$ cat src/rtl/proc_gen.sv
// proc_gen: multi-cycle processor with eight registers, A/G pair and shared bus.
// Instructions arrive on DIN under a Run/Done handshake; step FSM T0..T3.
module proc_gen #(
   parameter int N = 16
) (
   input  logic         Clock,
   input  logic         Reset,
   input  logic         Run,
   input  logic [N-1:0] DIN,
   output logic         Done,
   output logic [N-1:0] BusWires,
   output logic         Zflag
);

   typedef enum logic [1:0] {
      T0 = 2'd0,
      T1 = 2'd1,
      T2 = 2'd2,
      T3 = 2'd3
   } step_t;

   localparam logic [2:0] OP_MV   = 3'b000;
   localparam logic [2:0] OP_MVI  = 3'b001;
   localparam logic [2:0] OP_ADD  = 3'b010;
   localparam logic [2:0] OP_SUB  = 3'b011;
   localparam logic [2:0] OP_AND  = 3'b100;
   localparam logic [2:0] OP_OR   = 3'b101;
   localparam logic [2:0] OP_MVNZ = 3'b110;

   step_t        step;
   step_t        step_nxt;
   logic [8:0]   ir;
   logic [N-1:0] r [8];
   logic [N-1:0] a;
   logic [N-1:0] g;
   logic [N-1:0] alu;

   logic [2:0]   op;
   logic [7:0]   rx;
   logic [7:0]   ry;
   logic         is_alu;

   logic         ir_in;
   logic [7:0]   r_out;
   logic [7:0]   r_in;
   logic         g_out;
   logic         din_out;
   logic         a_in;
   logic         g_in;

   assign op     = ir[8:6];
   assign rx     = 8'(1) << ir[5:3];
   assign ry     = 8'(1) << ir[2:0];
   assign is_alu = (op == OP_ADD) || (op == OP_SUB) ||
                   (op == OP_AND) || (op == OP_OR);

   // Step register; reset forces T0 even mid-instruction
   always_ff @(posedge Clock) begin
      if (Reset)
         step <= T0;
      else
         step <= step_nxt;
   end

   // Next step: T0 waits for Run, T1 ends on Done, else run to T3
   always_comb begin
      step_nxt = step;
      case (step)
         T0: step_nxt = Run ? T1 : T0;
         T1: step_nxt = Done ? T0 : T2;
         T2: step_nxt = T3;
         T3: step_nxt = T0;
         default: step_nxt = T0;
      endcase
   end

   // Control signals decoded from step and IR opcode
   always_comb begin
      ir_in   = 1'b0;
      r_out   = '0;
      r_in    = '0;
      g_out   = 1'b0;
      din_out = 1'b0;
      a_in    = 1'b0;
      g_in    = 1'b0;
      Done    = 1'b0;
      case (step)
         T0: ir_in = Run;
         T1: begin
            if (is_alu) begin
               r_out = rx;
               a_in  = 1'b1;
            end else begin
               Done = 1'b1;
               case (op)
                  OP_MV: begin
                     r_out = ry;
                     r_in  = rx;
                  end
                  OP_MVI: begin
                     din_out = 1'b1;
                     r_in    = rx;
                  end
                  OP_MVNZ: begin
                     if (!Zflag) begin
                        r_out = ry;
                        r_in  = rx;
                     end
                  end
                  default: ;
               endcase
            end
         end
         T2: begin
            if (is_alu) begin
               r_out = ry;
               g_in  = 1'b1;
            end
         end
         T3: begin
            if (is_alu) begin
               g_out = 1'b1;
               r_in  = rx;
               Done  = 1'b1;
            end
         end
         default: ;
      endcase
   end

   // Shared bus: one source at most, zero when idle
   always_comb begin
      BusWires = '0;
      for (int i = 0; i < 8; i++)
         if (r_out[i]) BusWires = r[i];
      if (g_out)   BusWires = g;
      if (din_out) BusWires = DIN;
   end

   // ALU: wraps modulo 2^N, carry and borrow dropped
   always_comb begin
      case (op)
         OP_ADD:  alu = a + BusWires;
         OP_SUB:  alu = a - BusWires;
         OP_AND:  alu = a & BusWires;
         OP_OR:   alu = a | BusWires;
         default: alu = '0;
      endcase
   end

   // Datapath registers; reset wins over any pending write
   always_ff @(posedge Clock) begin
      if (Reset) begin
         ir    <= '0;
         a     <= '0;
         g     <= '0;
         Zflag <= 1'b0;
         for (int i = 0; i < 8; i++)
            r[i] <= '0;
      end else begin
         if (ir_in) ir <= DIN[8:0];
         if (a_in)  a  <= BusWires;
         if (g_in) begin
            g     <= alu;
            Zflag <= (alu == '0);
         end
         for (int i = 0; i < 8; i++)
            if (r_in[i]) r[i] <= BusWires;
      end
   end

endmodule

$ cat config.mk
export PLATFORM = sky130hd
export DESIGN_NAME = proc_gen
export DESIGN_NICKNAME = d
export VERILOG_FILES = /design/src/rtl/proc_gen.sv
export SDC_FILE = /design/constraint.sdc
export NUM_CORES = 1
export LEC_CHECK = 0
export ABC_CLOCK_PERIOD_IN_PS = 12400
export CAP_MARGIN = 20
export CORE_MARGIN = 2
export CORE_UTILIZATION = 60
export CTS_BUF_LIST = sky130_fd_sc_hd__clkbuf_16
export DETAILED_ROUTE_END_ITERATION = 10
export DONT_BUFFER_PORTS = 1
export PLACE_DENSITY = 0.82
export SYNTH_ARGS = -nofsm -noshare
export SYNTH_HDL_FRONTEND = slang
export SYNTH_SLANG_ARGS = --single-unit
$ cat constraint.sdc
create_clock -name Clock -period 12.4 [get_ports Clock]
set_clock_uncertainty 0.2 [all_clocks]
set_input_delay 2.48 -clock Clock [delete_from_list [all_inputs] [get_ports Clock]]
set_output_delay 2.48 -clock Clock [all_outputs]
set_load 0.05 [all_outputs]
==> results of run 1 <==
cells in the mapped netlist, types with 4 or more instances:
master	instances	area, um^2
nand2b_1	11	68.8
or4_1	5	37.5
o41ai_1	5	43.8
a2bb2oi_1	5	43.8
o32ai_1	4	35.0
o31a_1	5	43.8
inv_1	34	128
a31oi_1	11	68.8
ha_1	23	288
a32o_1	4	40.0
xor2_1	9	78.8
nor2b_1	9	56.3
nand3_1	44	220
a21o_1	16	120
o21ai_0	29	145
o221ai_1	6	52.6
buf_6	6	67.6
a211oi_1	27	203
a311oi_1	7	61.3
a22oi_1	7	52.6
and2_1	14	87.6
nor4_1	8	50.1
nand4_1	6	37.5
and3_1	7	43.8
o2111ai_1	7	61.3
a21oi_1	63	315
or3_1	4	25.0
a211o_1	7	61.3
o21ai_1	9	45.0
xnor2_1	17	149
edfxtp_1	128	3840
o21a_1	9	67.6
maj3_2	4	45.0
buf_2	18	90.1
nand3b_1	5	37.5
nor2_1	162	608
nand2_1	100	375
nor3_1	47	235
o211ai_1	6	45.0
a21boi_0	4	30.0
dfxtp_1	44	881
clkbuf_1	48	180
layer usage:
metal  up-vias  wire length, um
li1       3885                -
met1      4083            11900
met2       601            13500
met3       102             3590
met4         2             1230
met5         -               19
power breakdown:
part | leakage (nW) | total (mW) | switching, mW | internal [mW]
Combinational | 2.01 | 0.222 | 0.138 | 0.0833
Clock | 0.259 | 0.510 | 0.247 | 0.263
Sequential | 1.68 | 0.657 | 0.0162 | 0.641
Total | 3.95 | 1.39 | 0.402 | 0.987
state kept, by name, summed over array words and instances, names as in the netlist, named ones only:
name and flops:
Zflag 1, g 16, a 16, ir 9, r 128, step 1
cell families (layout without fill, tap and decap cells):
| kind of cell | after synthesis | after routing | synth area share (%) |
|---|---|---|---|
| AOI/OAI and AO/OA | 280 | 280 | 20.1 |
| and+or+nand+nor | 446 | 446 | 21.0 |
| adders and majority gates | 30 | 30 | 3.72 |
| muxes | 2 | 2 | 0.200 |
| xor gates and xnor gates | 28 | 28 | 2.77 |
| buffers and inverters | 114 | 86 | 5.06 |
| DFF | 172 | 172 | 47.2 |
layout make-up:
type	instances	area share [%]
Multi-Input combinational cell	786	45.1
Timing Repair Buffer	18	1.27
Tap cell	220	2.59
Clock inverter	15	1.21
Clock buffer	17	4.01
Inverter	36	1.27
Sequential cell	172	44.5
final timing paths:
check	end	slack (ps)	cells past startpoint
setup / recovery	Zflag	4290	24
hold / removal	g[12]	280	2
setup reg to reg	Zflag	4290	24
hold reg to reg	g[12]	280	2
worst max-delay path, cell delays in order (launching register included):
cell and delay [ps]:
dfxtp_1 710, xor2_1 630, o21ai_1 400, and2_1 470
a311o_1 400, a21oi_1 120, o31ai_1 160, a21oi_1 750
inv_2 330, nor3_1 330, nand3_1 220, o21ai_0 260
xor2_1 170, ha_1 290, a21o_1 190, a221o_1 360
a31o_2 240, a31o_2 260, a21o_1 180, a21oi_1 170
xor2_1 160, o21ai_0 110, or4_1 480, nor4_1 300
a32o_1 160
==> flow_metrics.env, run 1 <==
export IMPL_status="finished, violations left"
export IMPL_violations="DRC"
export IMPL_mostFrequentLayoutCells="nor2_1 (162), edfxtp_1 (128), nand2_1 (100), a21oi_1 (63), nor3_1 (46)"
export IMPL_drtIter0Drc=1202
export IMPL_final_area_mm2=0.0106
export IMPL_worstMarginPinSlew_ps=1090
export IMPL_fp_dieW_um=133
export IMPL_dr_pass1_iters=9
export IMPL_final_util_pct=64.5
export IMPL_hold_violations=0
export IMPL_synth_seq_area_share_pct=47.2
export IMPL_fin_ws_ps=4290
export IMPL_post_route_period_util_pct=65.4
export IMPL_synthCells=1072
export IMPL_busiest_layer="met2"
export IMPL_cts_tree="done"
export IMPL_grt_pass1_wl_um=46400
export IMPL_min_from="g[12]"
export IMPL_clock_root_buffer="clkbuf_16"
export IMPL_tns_ps=0
export IMPL_rr_startpoint="ir[8]"
export IMPL_start_util_pct=60.8
export IMPL_setup_viol=0
export IMPL_clk_pin_slew_ps=70
export IMPL_syn_area_mm2=0.0100
export IMPL_nFillCells=1382
export IMPL_crit_start="ir[8]"
export IMPL_clk_path_buf_depth=2
export IMPL_multi_input_comb_area_mm2=0.00479
export IMPL_route_detailed_drc=1
export IMPL_num_vias=8673
export IMPL_use_met1_pct=48.0
export IMPL_final_common_cell="nor2_1"
export IMPL_syn_nets=1115
export IMPL_cp_data_arrival_time_ps=8300
export IMPL_clkLatencyLatePin_ps=440
export IMPL_hold_class="flip-flop to flip-flop"
export IMPL_postRouteAntennaNets=0
export IMPL_async_reset_ff_share_pct=0
export IMPL_max_slew_margin_pct=27.4
export IMPL_cts_max_level=4
export IMPL_grt_ovfl_total=0
export IMPL_io_pins=37
export IMPL_grt_max_degree=64
export IMPL_post_dp_cell_area_mm2=0.0101
export IMPL_register_area_mm2=0.00472
export IMPL_gp_congestion=0.921
export IMPL_die_area_mm2=0.0177
export IMPL_vdd_ir_drop_max_uv=103
export IMPL_synth_seq_cells=172
export IMPL_wl_per_cell_um=23.9
export IMPL_crit_required_ps=12590
export IMPL_first_global_vias=8088
export IMPL_dp_cells=1232
export IMPL_area_growth_pct=5.97
export IMPL_place_worst_setup_slack_ps=4510
export IMPL_clock_sinks=172
export IMPL_synth_ff_type="edfxtp_1"
export IMPL_drv_cap=0
export IMPL_postCtsHoldBufs=0
export IMPL_syn_area_per_cell_um2=9.34
export IMPL_p_leak_nw=3.95
export IMPL_fmax_ghz=0.123
export IMPL_synth_edf_count=128
export IMPL_fin_crit_ps=8110
export IMPL_antenna_found_initial=1
export IMPL_cp_end_kind="flip-flop"
export IMPL_instances_no_fill=1264
export IMPL_drive_above_1_share_pct=6.99
export IMPL_ctsResizeCount=0
export IMPL_maxSlewViolCount=0
export IMPL_worst_setup_path_type="flip-flop to flip-flop"
export IMPL_port_buffers=0
export IMPL_core_area_mm2=0.0165
export IMPL_nets=1074
export IMPL_cp_start_kind="flip-flop"
export IMPL_totalWireLength_um=30200
export IMPL_crit_fanout=16
export IMPL_grtUsageTotal_pct=34.8
export IMPL_antenna_cells=0
export IMPL_use_met3_pct=9.47
export IMPL_post_cts_buffers=0
export IMPL_grt_setup_unrepaired="false"
export IMPL_power_density_mw_per_mm2=131
export IMPL_total_power_mw=1.39
export IMPL_hpwlAfterDp_um=20800
export IMPL_num_rows=47
export IMPL_synth_distinct_cells=91
export IMPL_synth_warnings=0
export IMPL_fin_hold_ws_ps=284
export IMPL_cts_buffers=17
export IMPL_vias_per_cell=6.86
export IMPL_die_height_um=133
export IMPL_met2_usage_pct=51.8
(Power assumes the default switching activity.)
==> run 2, diff against run 1 <==
--- a/config.mk
+++ b/config.mk
@@ -5,10 +5,10 @@
 export SDC_FILE = /design/constraint.sdc
 export NUM_CORES = 1
 export LEC_CHECK = 0
-export ABC_CLOCK_PERIOD_IN_PS = 12400
+export ABC_CLOCK_PERIOD_IN_PS = 7150
 export CAP_MARGIN = 20
 export CORE_MARGIN = 2
-export CORE_UTILIZATION = 60
+export CORE_UTILIZATION = 58
 export CTS_BUF_LIST = sky130_fd_sc_hd__clkbuf_16
 export DETAILED_ROUTE_END_ITERATION = 10
 export DONT_BUFFER_PORTS = 1
==> constraint.sdc (replaced) <==
create_clock -name Clock -period 7.15 [get_ports Clock]
set_clock_uncertainty 0.2 [all_clocks]
set_input_delay 1.43 -clock Clock [delete_from_list [all_inputs] [get_ports Clock]]
set_output_delay 1.43 -clock Clock [all_outputs]
set_load 0.05 [all_outputs]
==> run 2 against run 1 <==
Effect of this change:
- the run now ends clean
- worst setup slack worse by 4000 ps
- sequential share of layout area decreased by 1.6 points
- count of clock-buffer cells in the layout unchanged
- critical path type unchanged
==> flow_metrics.env, run 2 (same netlist as run 1, synthesis figures left out) <==
export IMPL_grtUsageTotal_pct=35.0
export IMPL_post_route_period_util_pct=95.3
export IMPL_route_detailed_drc=0
export IMPL_hold_violations=0
export IMPL_slowest_delay_ps=480
export IMPL_crit_required_ps=7340
export IMPL_setup_viol=0
export IMPL_port_buffers=0
export IMPL_largest_reg_flops=128
export IMPL_final_common_cell="nor2_1"
export IMPL_fmax_ghz=0.147
export IMPL_fp_dieW_um=135
export IMPL_area_growth_pct=10.0
export IMPL_crit_fanout=8
export IMPL_status="finished, final reports clean"
export IMPL_vias_per_cell=6.84
export IMPL_grt_pass1_wl_um=48000
export IMPL_tns_ps=0
export IMPL_wl_per_cell_um=24.1
export IMPL_cp_start_kind="flip-flop"
export IMPL_dp_cells=1274
export IMPL_total_power_mw=2.50
export IMPL_regMostFlops="r"
export IMPL_clock_root_buffer="clkbuf_16"
export IMPL_hold_class="flip-flop to flip-flop"
export IMPL_postRouteAntennaNets=0
export IMPL_antenna_cells=0
export IMPL_antenna_found_initial=0
export IMPL_clk_path_buf_depth=2
export IMPL_core_area_mm2=0.0171
export IMPL_power_density_mw_per_mm2=227
export IMPL_mostFrequentLayoutCells="nor2_1 (162), edfxtp_1 (128), nand2_1 (100), a21oi_1 (61), buf_4 (56)"
export IMPL_num_rows=48
export IMPL_fin_ws_ps=333
export IMPL_final_util_pct=64.4
export IMPL_worstMarginPinSlew_ps=975
export IMPL_hpwlAfterDp_um=21800
export IMPL_postCtsHoldBufs=0
export IMPL_max_slew_margin_pct=34.9
export IMPL_die_area_mm2=0.0183
export IMPL_worst_setup_path_type="flip-flop to flip-flop"
export IMPL_clk_pin_slew_ps=70
export IMPL_clock_sinks=172
export IMPL_maxSlewViolCount=0
export IMPL_nets=1113
export IMPL_instances_no_fill=1308
export IMPL_drive_above_1_share_pct=10.9
export IMPL_grt_max_degree=64
export IMPL_gp_congestion=0.980
export IMPL_io_pins=37
export IMPL_cts_buffers=17
export IMPL_p_leak_nw=4.19
export IMPL_grt_setup_unrepaired="false"
export IMPL_first_global_vias=8476
export IMPL_cp_slowest_cell="or4_1"
export IMPL_critPathTopFamily="compound AO/OA/AOI/OAI gates"
export IMPL_drtIter0Drc=1324
export IMPL_vdd_ir_drop_max_uv=178
export IMPL_die_height_um=135
export IMPL_grt_ovfl_total=0
export IMPL_dr_pass1_iters=8
export IMPL_cp_data_arrival_time_ps=7010
export IMPL_cts_max_level=4
export IMPL_cts_tree="done"
export IMPL_path_common_cell="a21oi_1"
export IMPL_drv_cap=0
export IMPL_start_util_pct=58.5
export IMPL_cp_num_buf_inv=4
export IMPL_totalWireLength_um=31500
export IMPL_top_regs="r: 128 flops, a: 16 flops, g: 16 flops"
export IMPL_place_worst_setup_slack_ps=232
export IMPL_num_vias=8945
export IMPL_clkLatencyLatePin_ps=450
export IMPL_cp_end_kind="flip-flop"
export IMPL_fin_crit_ps=6820
## run 2: changes by cell type in the layout (fill, tap and decap cells not counted), moves of 2 or more
cell	delta
buf_4	+38
inv_6	-6
clkinv_4	+4
clkinvlp_4	-3
inv_8	+3
a21oi_1	-2
a21oi_2	+2
clkinv_8	+2
o21ai_0	-2
o21ai_1	+2
## run 2: what timing repair did
| action | 4_1_cts | 5_1_grt |
|---|---|---|
| resized for setup | 0 | 10 |
| setup buffers | 0 | 2 |
| endpoints found under the setup margin | 0 | 1 |
## run 2: area by class of cell
| cell class | instances | area (um^2) |
|---|---|---|
| well taps | 225 | 282 |
| clock inverters | 15 | 181 |
| multi-input cells | 786 | 4830 |
| fillers | 1377 | 6100 |
| flip-flops and latches | 172 | 4720 |
| clock buffers | 17 | 425 |
| inverters | 36 | 135 |
| repair buffers | 57 | 440 |
## run 2: final timing paths
kind / slack, ps / from / cells after the start / endpoint
max: 330 / flip-flop / 28 / Zflag
min: 260 / g[12] / 2 / g[12]
max reg2reg: 330 / flip-flop / 28 / Zflag
min reg2reg: 260 / g[12] / 2 / g[12]
## run 2: routing by layer
layer,GRT usage (%),part of all wire [%],wire (um),up-vias
li1,-,-,-,3962
met1,48.9,39,12300,4221
met2,52.1,45,14000,667
met3,8.42,12,3880,95
met4,15.6,3.9,1220,0
met5,0,0,0,-
## run 2: worst min-delay path, delay by kind of cell, from the launching register on
kind	cells	cell delay (ps)
AOI/OAI and AO/OA	1	50
and+or+nand+nor	1	50
DFF	1	320
## run 2: metrics by stage
| stage | cell area (um^2) | hold slack (ps) |
|---|---|---|
| finish | 11000 | 263 |
| global route | 11000 | 292 |
| CTS | 11000 | 264 |
| detailed placement | 10400 | 251 |
| global placement | 10400 | 241 |
| floorplan | 10000 | 227 |
## run 2: report_power, final
part / switching [mW] / total [mW] / leakage, nW / internal (mW)
sequential: 0.0279 / 1.14 / 1.68 / 1.11
clock: 0.456 / 0.957 / 0.293 / 0.501
combinational: 0.249 / 0.403 / 2.22 / 0.153
total: 0.733 / 2.50 / 4.19 / 1.77
